[config.mk]
export PLATFORM = sky130hd
export DESIGN_NAME = rf_read_arbiter
export DESIGN_NICKNAME = d
export VERILOG_FILES = /design/src/rtl/rf_read_arbiter.sv
export SDC_FILE = /design/constraint.sdc
export NUM_CORES = 1
export LEC_CHECK = 0
export CORE_MARGIN = 3
export CORE_UTILIZATION = 25
export DETAILED_ROUTE_END_ITERATION = 8
export GPL_TIMING_DRIVEN = 0
export PLACE_DENSITY = 0.62
export SETUP_SLACK_MARGIN = 0.3
export SYNTH_ARGS = -nofsm -noshare
export SYNTH_HDL_FRONTEND = slang
export SYNTH_SLANG_ARGS = --single-unit
[constraint.sdc]
create_clock -name clk -period 2.4 [get_ports clk]
set_clock_uncertainty 0.05 [all_clocks]
set_input_delay 0.24 -clock clk [delete_from_list [all_inputs] [get_ports clk]]
set_output_delay 0.24 -clock clk [all_outputs]
set_load 0.1 [all_outputs]
[src/rtl/rf_read_arbiter.sv]
// rf_read_arbiter
//   Shares one register-file read port between NREQ requesters. A
//   round-robin arbiter issues at most one grant per cycle. The granted
//   address is registered onto mux_sel (stage 1). The mux-bank output is
//   then registered into rsp_data together with a one-hot rsp_valid
//   (stage 2). The response arrives two cycles after the handshake.
//
// Handshake: requester i transfers a read in the cycle where
//   req_valid[i] & req_ready[i] is high. It holds valid/addr stable until
//   then, and it may drop valid earlier to cancel. req_ready is one-hot or
//   zero and is never set without req_valid. Responses have no
//   backpressure: rsp_valid[i] is a single-cycle strobe.
//
// Ports
//   clk, reset   single clock, synchronous active-high reset
//   req_valid    [NREQ]     pending read per requester
//   req_addr     [NREQ*AW]  address of requester i at [i*AW +: AW]
//   req_ready    [NREQ]     one-hot grant (combinational)
//   stall        1          suppress new grants; in-flight reads drain
//   mux_sel      [AW]       registered select into the mux bank
//   mux_data     [DW]       combinational mux-bank output for mux_sel
//   rsp_valid    [NREQ]     one-hot response strobe
//   rsp_data     [DW]       response data, held while rsp_valid is 0
//   busy         1          a read occupies stage 1 or stage 2
module rf_read_arbiter #(
    parameter int NREQ     = 4,
    parameter int AW       = 5,
    parameter int DW       = 64,
    parameter int ZERO_REG = 1
) (
    input  logic               clk,
    input  logic               reset,
    input  logic [NREQ-1:0]    req_valid,
    input  logic [NREQ*AW-1:0] req_addr,
    output logic [NREQ-1:0]    req_ready,
    input  logic               stall,
    output logic [AW-1:0]      mux_sel,
    input  logic [DW-1:0]      mux_data,
    output logic [NREQ-1:0]    rsp_valid,
    output logic [DW-1:0]      rsp_data,
    output logic               busy
);

    localparam int PW = (NREQ > 1) ? $clog2(NREQ) : 1;
    localparam logic [AW-1:0] TOP_ADDR = {AW{1'b1}};
    localparam logic [PW-1:0] LAST_ID  = PW'(NREQ - 1);

    logic [PW-1:0]   ptr;
    logic [PW-1:0]   win;
    logic            found;
    logic [NREQ-1:0] gnt;
    logic [AW-1:0]   win_addr;

    logic            s1_vld;
    logic [PW-1:0]   s1_id;
    logic            s1_zero;

    // Requester index ptr+k, wrapped by compare so NREQ need not be 2**k.
    function automatic logic [PW-1:0] wrap_add(input logic [PW-1:0] p, input int k);
        int s;
        s = int'(p) + k;
        if (s >= NREQ) s = s - NREQ;
        return PW'(s);
    endfunction

    // Scan from ptr upward and take the first requester that is valid.
    always_comb begin
        gnt   = '0;
        win   = '0;
        found = 1'b0;
        if (!stall && !reset) begin
            for (int k = 0; k < NREQ; k++) begin
                if (!found && req_valid[wrap_add(ptr, k)]) begin
                    found = 1'b1;
                    win   = wrap_add(ptr, k);
                end
            end
        end
        if (found) gnt[win] = 1'b1;
    end

    assign req_ready = gnt;
    assign win_addr  = req_addr[win*AW +: AW];

    always_ff @(posedge clk) begin
        if (reset) begin
            ptr       <= '0;
            mux_sel   <= '0;
            s1_vld    <= 1'b0;
            s1_id     <= '0;
            s1_zero   <= 1'b0;
            rsp_valid <= '0;
            rsp_data  <= '0;
        end else begin
            s1_vld <= found;
            // With no grant, mux_sel and s1_id hold so that the mux bank stays quiet.
            if (found) begin
                ptr     <= (win == LAST_ID) ? '0 : win + PW'(1);
                mux_sel <= win_addr;
                s1_id   <= win;
                s1_zero <= (ZERO_REG != 0) && (win_addr == TOP_ADDR);
            end
            rsp_valid <= s1_vld ? (NREQ'(1) << s1_id) : '0;
            if (s1_vld) rsp_data <= s1_zero ? '0 : mux_data;
        end
    end

    assign busy = s1_vld | (|rsp_valid);

endmodule
==> summary.md, run 1 <==
| Metric | Value |
|---|---|
| Mapped Area | about 3300 um2 |
| Initial Util | 25.77% |
| Commonest non-fill, non-tap cell in the layout | clkdlybuf4s50_1 |
| WL met2 | between 4000 and 5000 um |
| Leading cell types in the layout, fill and taps excluded | 85 x clkdlybuf4s50_1, 77 x dfxtp_1, 69 x nor2_1 |
| Routed vias | approximately 3300 |
| Final instance area | slightly below 6000 um2 |
| Hold Crit Depth | 2 |
| Max clock buf depth | 2 |
| Detail Placement HPWL | around 7400 um |
| Grt ovf | 0 |
| CP max FO | 6 |
| Critical Path RT | 2110 ps |
| R2R Path Start | ptr[0] |
| Unrepaired setup endpoints after global routing | yes |
| Fmax | 411.9 MHz |
| Worst vdd ir | between 0.3 and 0.4 mV |
| Final setup viols | 4 |
| Min-Delay Path Class | flip-flop to flip-flop |
| Die area | approximately 14000 um2 |
| Distinct cells, synth | 33 |
| Global placement routability congestion | roughly 0.71 |
| Yosys top cell by area | dfxtp_1 |
| GRT Resource Usage Total | 14.06% |
| Post-Syn Nets | 478 |
| Chip width | ~120 um |
| Outcome | complete, but fails checks |
| Worst reg2reg setup slack | 120 ps |
| Critical Path AT | 2140 ps |
| Crit-path slowest cell | or4b_4 |
| Ys Warns | 0 |
| Max Used Layer | met4 |
| Share of the synthesized area in the top cell type | roughly half |
| Total power | between 3 and 4 mW |
| Vias per cell | approximately 4.3 |
| CTS tree | done |
| Clock-pin slew on the worst setup and hold paths | 60 ps |
| Root Driver | clkbuf_16 |
| Final hold viol count | 0 |
| Die height | 120.3 um |
| Core Region | between 10000 and 15000 um2 |
| Critical path class | flip-flop to primary output |
| #FFs+latches synth | between 70 and 80 |
| Ports | 169 |
| Wire length on met1 | between 4000 and 5000 um |
| Sequential area share after synthesis | roughly 48% |
| FF-to-FF path depth | 14 |
| Cell area power density | ~640 nW/um2 |
| Post-synth ARST share | 0% |
| # clock sinks | 79 |
| Crit-path most repeated cell | buf_12 |
| Port Buffer Count | about 170 |
| Number of synthesized flops with an enable pin | 0 |
| Post-route ant nets | 0 |
| Worst-Margin Slew | roughly 1000 ps |
| Initial antenna violation count | 0 |
| Violated checks | setup timing |
| Routed wl met3 | between 800 and 900 um |
| Worst path cell trace | or2b_1 -> a21oi_2 -> or4b_4 -> buf_6 -> buf_12 -> clkinv_8 -> ha_4 -> and2_4 -> buf_12 |
| CTS buffer count | 9 |
| Crit-path max cell delay | 530 ps |
| Worst Hold Path EP | mux_sel[3] |
| Top_reg_cell synth | dfxtp_1 |
| Startpoint Class | flip-flop |
| First-pass GRT wire length | between 15000 and 20000 um |
| Post-Place Cell Area | ~5200 um2 |
| Post-route clock period utilization | 101.2% |
| Min Tclk post-route | around 2400 ps |
| Post-Syn Instances | 383 |
| Pin count of the biggest net entering global routing | 12 |
| Synth area leaders | dfxtp_1 48%, nor2b_1 13%, a21oi_1 10% |
| H-tree depth | 3 |
| Clock latency on the worst-skew pair | between 300 and 400 ps |
| Lkg Pwr | 2.841 nW |
| Cell Rows | between 40 and 50 |
| Proportion of layout cells with a drive suffix above 1 | 11.05% |
| DR pass1 iterations | 4 |
| CTS Hold Bufs | 0 |
| MaxCap Viol Count | 0 |
| Worst hold path startpoint | mux_sel[3] |
| CP Capture Type | primary output |
| Nets | between 600 and 700 |
| Final setup margin | -27.91 ps |
| DRT iter0 DRCs | about 140 |
| WL final | about 10000 um |
| Diode count | 0 |
| Syn Area/Cell | roughly 8.5 um2 |
| Crit Reg-Reg Endpoint | s1_id[1] |
| WL/cell | around 13 um |
| Worst slew margin | roughly a third |
| Area Overhead vs Synth | 76.55% |
| # DRC | 0 |
| Vias in the first global route | between 3000 and 4000 |
| Max-slew violation count | 0 |
-- cell type report --
cell class                 instances  area [um2]
buffer                            26       130.1
timing repair buffer             190        1891
multi-input combinational        275        1643
clock inverter                     1       30.03
tap                              172       215.2
inverter                           3       23.77
fill                            1288        6905
sequential                        79        1589
clock buffer                      14       244.0
-- per-stage QoR --
| step | cells | setup TNS (ps) | hold WS [ps] | util (%) | setup WS, ps |
|---|---|---|---|---|---|
| 2_1_floorplan | 383 | 0 | 329.3 | - | 303.7 |
| 3_3_place_gp | 723 | -6599 | 402.8 | 40.93 | -1339 |
| 3_5_place_dp | 723 | -7030 | 402.8 | 40.93 | -1388 |
| 4_1_cts | 757 | -161.4 | 417.5 | 44.49 | -54.10 |
| 6_report | 760 | -99.07 | 417.4 | 45.50 | -27.91 |
| 5_1_grt | 760 | -433.2 | 444.6 | 45.50 | -108.7 |
-- kinds of logic after synthesis --
kind of cell,after synthesis,synth area share (%)
AOI/OAI and AO/OA,80,13.45
adders and majority gates,4,1.533
buffers and inverters,29,3.831
DFF,79,48.43
muxes,15,4.636
and+or+nand+nor,176,28.12
-- report_power, final --
part | switching (mW) | internal, mW
Combinational | 0.668 | 0.334
Sequential | 0.0327 | 1.38
Clock | 0.496 | 0.802
-- how the worst max path moves through the flow --
| stage | start | endpoint | slack, ps | cells past startpoint |
|---|---|---|---|---|
| final | ptr[0] | req_ready[3] | -30 | 9 |
| after global routing | ptr[0] | req_ready[0] | -110 | 8 |
| after CTS | ptr[0] | req_ready[1] | -50 | 8 |
| after detailed placement | req_valid[0] | req_ready[3] | -1390 | 8 |
| after global placement | req_valid[1] | req_ready[3] | -1340 | 8 |
| after floorplan | ptr[1] | req_ready[1] | 300 | 7 |
-- Yosys cell counts, types with 2 or more instances --
master	instances
a21oi_1	68
buf_1	3
clkbuf_1	19
inv_1	3
nor3_1	2
nor3b_1	3
nor2b_1	66
o21ai_0	2
and2_1	4
nand2_1	11
mux2i_1	14
nor2_1	69
nand2b_1	11
o21ai_1	5
buf_4	2
or2b_1	3
dfxtp_1	79
ha_1	4
-- flip-flops by register name (all words and copies together) (netlist names) --
signal	cells
ptr	2
s1_zero	1
s1_id	2
rsp_data	64
mux_sel	5
s1_vld	1
rsp_valid	4
-- timing repair --
action	4_1_cts	5_1_grt
pin swaps	7	8
hold endpoints to repair	0	0
setup endpoints to repair	64	31
buffers inserted	19	3
resized for setup	120	35
gates cloned	0	0
-- worst max-delay path: cells and delay by family, from the launching register on --
kind                     cells  cell delay [ps]
AO/OA/AOI/OAI                1               60
adder cells (fa/ha/maj)      1              110
AND/OR/NAND/NOR              3              770
flip-flops                   1              370
buffers and inverters        4              480
-- layer usage --
layer,GRT usage (%),vias to the layer above
li1,-,1651
met1,17.64,1495
met2,22.55,104
met3,5.987,7
met4,3.187,0
met5,0,-
Power figures use the tool's default switching activity.
==> inputs of run 2 (changes only) <==
--- a/config.mk
+++ b/config.mk
@@ -9,7 +9,7 @@
 export CORE_UTILIZATION = 25
 export DETAILED_ROUTE_END_ITERATION = 8
 export GPL_TIMING_DRIVEN = 0
-export PLACE_DENSITY = 0.62
+export PLACE_DENSITY = 0.65
 export SETUP_SLACK_MARGIN = 0.3
 export SYNTH_ARGS = -nofsm -noshare
 export SYNTH_HDL_FRONTEND = slang
==> constraint.sdc (replaced) <==
create_clock -name clk -period 2.7 [get_ports clk]
set_clock_uncertainty 0.05 [all_clocks]
set_input_delay 0.27 -clock clk [delete_from_list [all_inputs] [get_ports clk]]
set_output_delay 0.27 -clock clk [all_outputs]
set_load 0.1 [all_outputs]
==> run 2 against run 1 <==
  * The flow now finishes without violations
  * Worst setup slack better by 270 ps
  * Clock-buffer cell count decreased by 2
  * Sequential power shrank 11%
  * Total power down 11%
  * Utilization down 1.1 points
  * Critical path depth decreased by 1
==> summary.md, run 2 (synthesized netlist as in run 1, its figures left out) <==
| Metric | Value |
|---|---|
| Outcome | finished clean (was complete, but fails checks) |
| Top flop regs | rsp_data: 64 flops, mux_sel: 5 flops, rsp_valid: 4 flops (unchanged) |
| Worst reg2reg setup slack | 440 ps (was 120 ps) |
| Number of flip-flops in the largest register | 64 (unchanged) |
| Worst hold path startpoint | mux_sel[0] (was mux_sel[3]) |
| Cell Rows | 41 (unchanged) |
| Cell area power density | 587.7 nW/um2 (was 643.5 nW/um2) |
| MaxCap Viol Count | 0 (unchanged) |
| Crit Reg-Reg Endpoint | s1_zero (was s1_id[1]) |
| Post-route clock period utilization | between 90% and 100% |
| Fmax | ~410 MHz |
| WL/cell | 13.45 um (was 13.48 um) |
| Setup TNS | 0 ps (was -99.07 ps) |
| H-tree depth | 3 (unchanged) |
| Final hold viol count | 0 (unchanged) |
| Area Overhead vs Synth | 72.11% (was 76.55%) |
| Clock power share | 34.9% (was 35.0%) |
| Commonest non-fill, non-tap cell in the layout | clkdlybuf4s50_1 (unchanged) |
| CTS Hold Bufs | 0 (unchanged) |
| Max clock buf depth | 2 (unchanged) |
| Critical path class | flip-flop to primary output (unchanged) |
| Min-Delay Path Class | flip-flop to flip-flop (unchanged) |
| Post-Place Cell Area | 5167 um2 (was 5186 um2) |
| Detail Placement HPWL | 7395 um (was 7385 um) |
| Final core utilization | 44.36% (was 45.50%) |
| Vias per cell | 4.322 (was 4.286) |
| Proportion of layout cells with a drive suffix above 1 | 8.362% (was 11.05%) |
| Global placement routability congestion | 0.6846 (was 0.7144) |
| First-pass GRT wire length | 16150 um (was 16350 um) |
| Startpoint Class | flip-flop (unchanged) |
| Ports | 169 (unchanged) |
| Grt ovf | 0 (unchanged) |
| Hold Crit Depth | 2 (unchanged) |
| Unrepaired setup endpoints after global routing | yes (unchanged) |
| Final instance area | 5620 um2 (was 5766 um2) |
| Min Tclk post-route | approximately 2500 ps |
| # DRC | 0 (unchanged) |
| Root Driver | clkbuf_16 (unchanged) |
| Sw frac | 32.68% (was 32.25%) |
| Lkg Pwr | 2.199 nW (was 2.841 nW) |
| Critical Path RT | 2380 ps (was 2110 ps) |
| R2R Path Start | ptr[0] (unchanged) |
| Reg power frac | 38.0% (about the same) |
| DRT iter0 DRCs | 148 (was 141) |
| Hold WS | 421.1 ps (was 417.4 ps) |
| CP Capture Type | primary output (unchanged) |
| Internal | 2.224 mW (was 2.514 mW) |
| Worst Hold Path EP | mux_sel[0] (was mux_sel[3]) |
| Final setup viols | 0 (was 4) |
| Clock-pin slew on the worst setup and hold paths | 60 ps (about the same) |
| Max-slew violation count | 0 (unchanged) |
| Routed vias | 3224 (was 3257) |
| Pin count of the biggest net entering global routing | 13 (was 12) |
| Diode count | 0 (unchanged) |
| Core Region | 12670 um2 (unchanged) |
| # clock sinks | 79 (unchanged) |
| CTS buffer count | 9 (unchanged) |
| Vias in the first global route | 3297 (was 3234) |
| Port Buffer Count | 168 (unchanged) |
| Initial antenna violation count | 0 (unchanged) |
| Critical Path AT | 2130 ps (was 2140 ps) |
| Nets | 665 (was 679) |
| DR pass1 iterations | 4 (unchanged) |
| Net Switching | 1.079 mW (was 1.197 mW) |
| GRT Resource Usage Total | 13.84% (was 14.06%) |
| Combinational share of power | 27.1% (was 27.0%) |
| Post-route ant nets | 0 (unchanged) |
| CP max FO | 7 (was 6) |
| Initial Util | 25.77% (unchanged) |
| Leading cell types in the layout, fill and taps excluded | 157 x clkdlybuf4s50_1, 77 x dfxtp_1, 69 x nor2_1 (was 85 x clkdlybuf4s50_1, 77 x dfxtp_1, 69 x nor2_1) |
| FF-to-FF path depth | 10 (was 14) |
| WL final | 10030 um (was 10250 um) |
| Worst-Margin Slew | 1012 ps (was 999.4 ps) |
| Worst vdd ir | 0.3199 mV (was 0.3290 mV) |
| Register bank with the most flops | rsp_data (unchanged) |
| Chip width | 120.3 um (unchanged) |
| Die area | 14470 um2 (unchanged) |
| CTS tree | done (unchanged) |
| Worst slew margin | 32.35% (was 33.27%) |
| Clock latency on the worst-skew pair | 330 ps (about the same) |
| Die height | 120.3 um (unchanged) |
-- run 2: cell types whose count changed in the layout (fill, tap and decap cells not counted), moves of 2 or more --
cell,change
clkdlybuf4s50_1,+72
dlygate4sd2_1,-49
dlymetal6s2s_1,-20
buf_4,-8
buf_6,-6
clkbuf_1,-4
clkbuf_8,+3
clkdlybuf4s15_1,-2
clkinv_2,+2
ha_1,+2
ha_4,-2
-- run 2: cell type report --
type,instances,area (um2)
Fill cell,1259,7051
Timing Repair Buffer,176,1779
Multi-Input combinational cell,275,1603
Sequential cell,79,1587
Clock buffer,12,266.5
Tap cell,172,215.2
Buffer,26,128.9
Inverter,3,23.77
Clock inverter,3,17.52
-- run 2: power by group through the flow --
stage	combinational (mW)	sequential [mW]	clock, mW
2_1_floorplan	0.205	1.65	0
3_3_place_gp	0.866	1.28	0
3_5_place_dp	0.873	1.28	0
4_1_cts	0.897	1.26	1.20
5_1_grt	0.942	1.26	1.25
6_report	0.894	1.26	1.15
-- run 2: per-layer routing --
| layer | GRT usage (%) | part of all wire (%) |
|---|---|---|
| met5 | 0 | 0 |
| met2 | 22.30 | 47 |
| met1 | 16.66 | 43 |
| met3 | 5.379 | 8.1 |
| met4 | 5.382 | 1.7 |
-- run 2: worst max-delay path: stages, from the launching register on --
cell     delay, ps
dfxtp_4        370
or2b_1         110
a21oi_2         60
or4b_4         520
buf_6          140
buf_12         130
ha_1           180
and2_4         140
buf_12         160
-- run 2: repair_timing --
action                                  CTS  global route
resized for setup                        65             3
buffers inserted                          7             1
pin swaps                                 4             0
endpoints found under the setup margin    6             4
-- run 2: worst max path at each step --
| stage | start | endpoint | slack [ps] | depth (start not counted) |
|---|---|---|---|---|
| 2_1_floorplan | req_valid[0] | req_ready[0] | 390 | 7 |
| 3_3_place_gp | req_valid[0] | req_ready[1] | -1140 | 9 |
| 3_5_place_dp | req_valid[0] | req_ready[0] | -1190 | 9 |
| 4_1_cts | ptr[0] | req_ready[1] | 230 | 8 |
| 5_1_grt | ptr[0] | req_ready[1] | 170 | 9 |
| 6_report | ptr[0] | req_ready[0] | 250 | 8 |
-- run 2: stage by stage --
stage                     worst slack [ps]  power, mW  instances
after floorplan                      386.5      1.854        383
final                                246.3      3.303        746
after detailed placement             -1194      2.153        723
after CTS                            227.9      3.352        745
after global placement               -1138      2.144        723
after global routing                 169.2      3.456        746
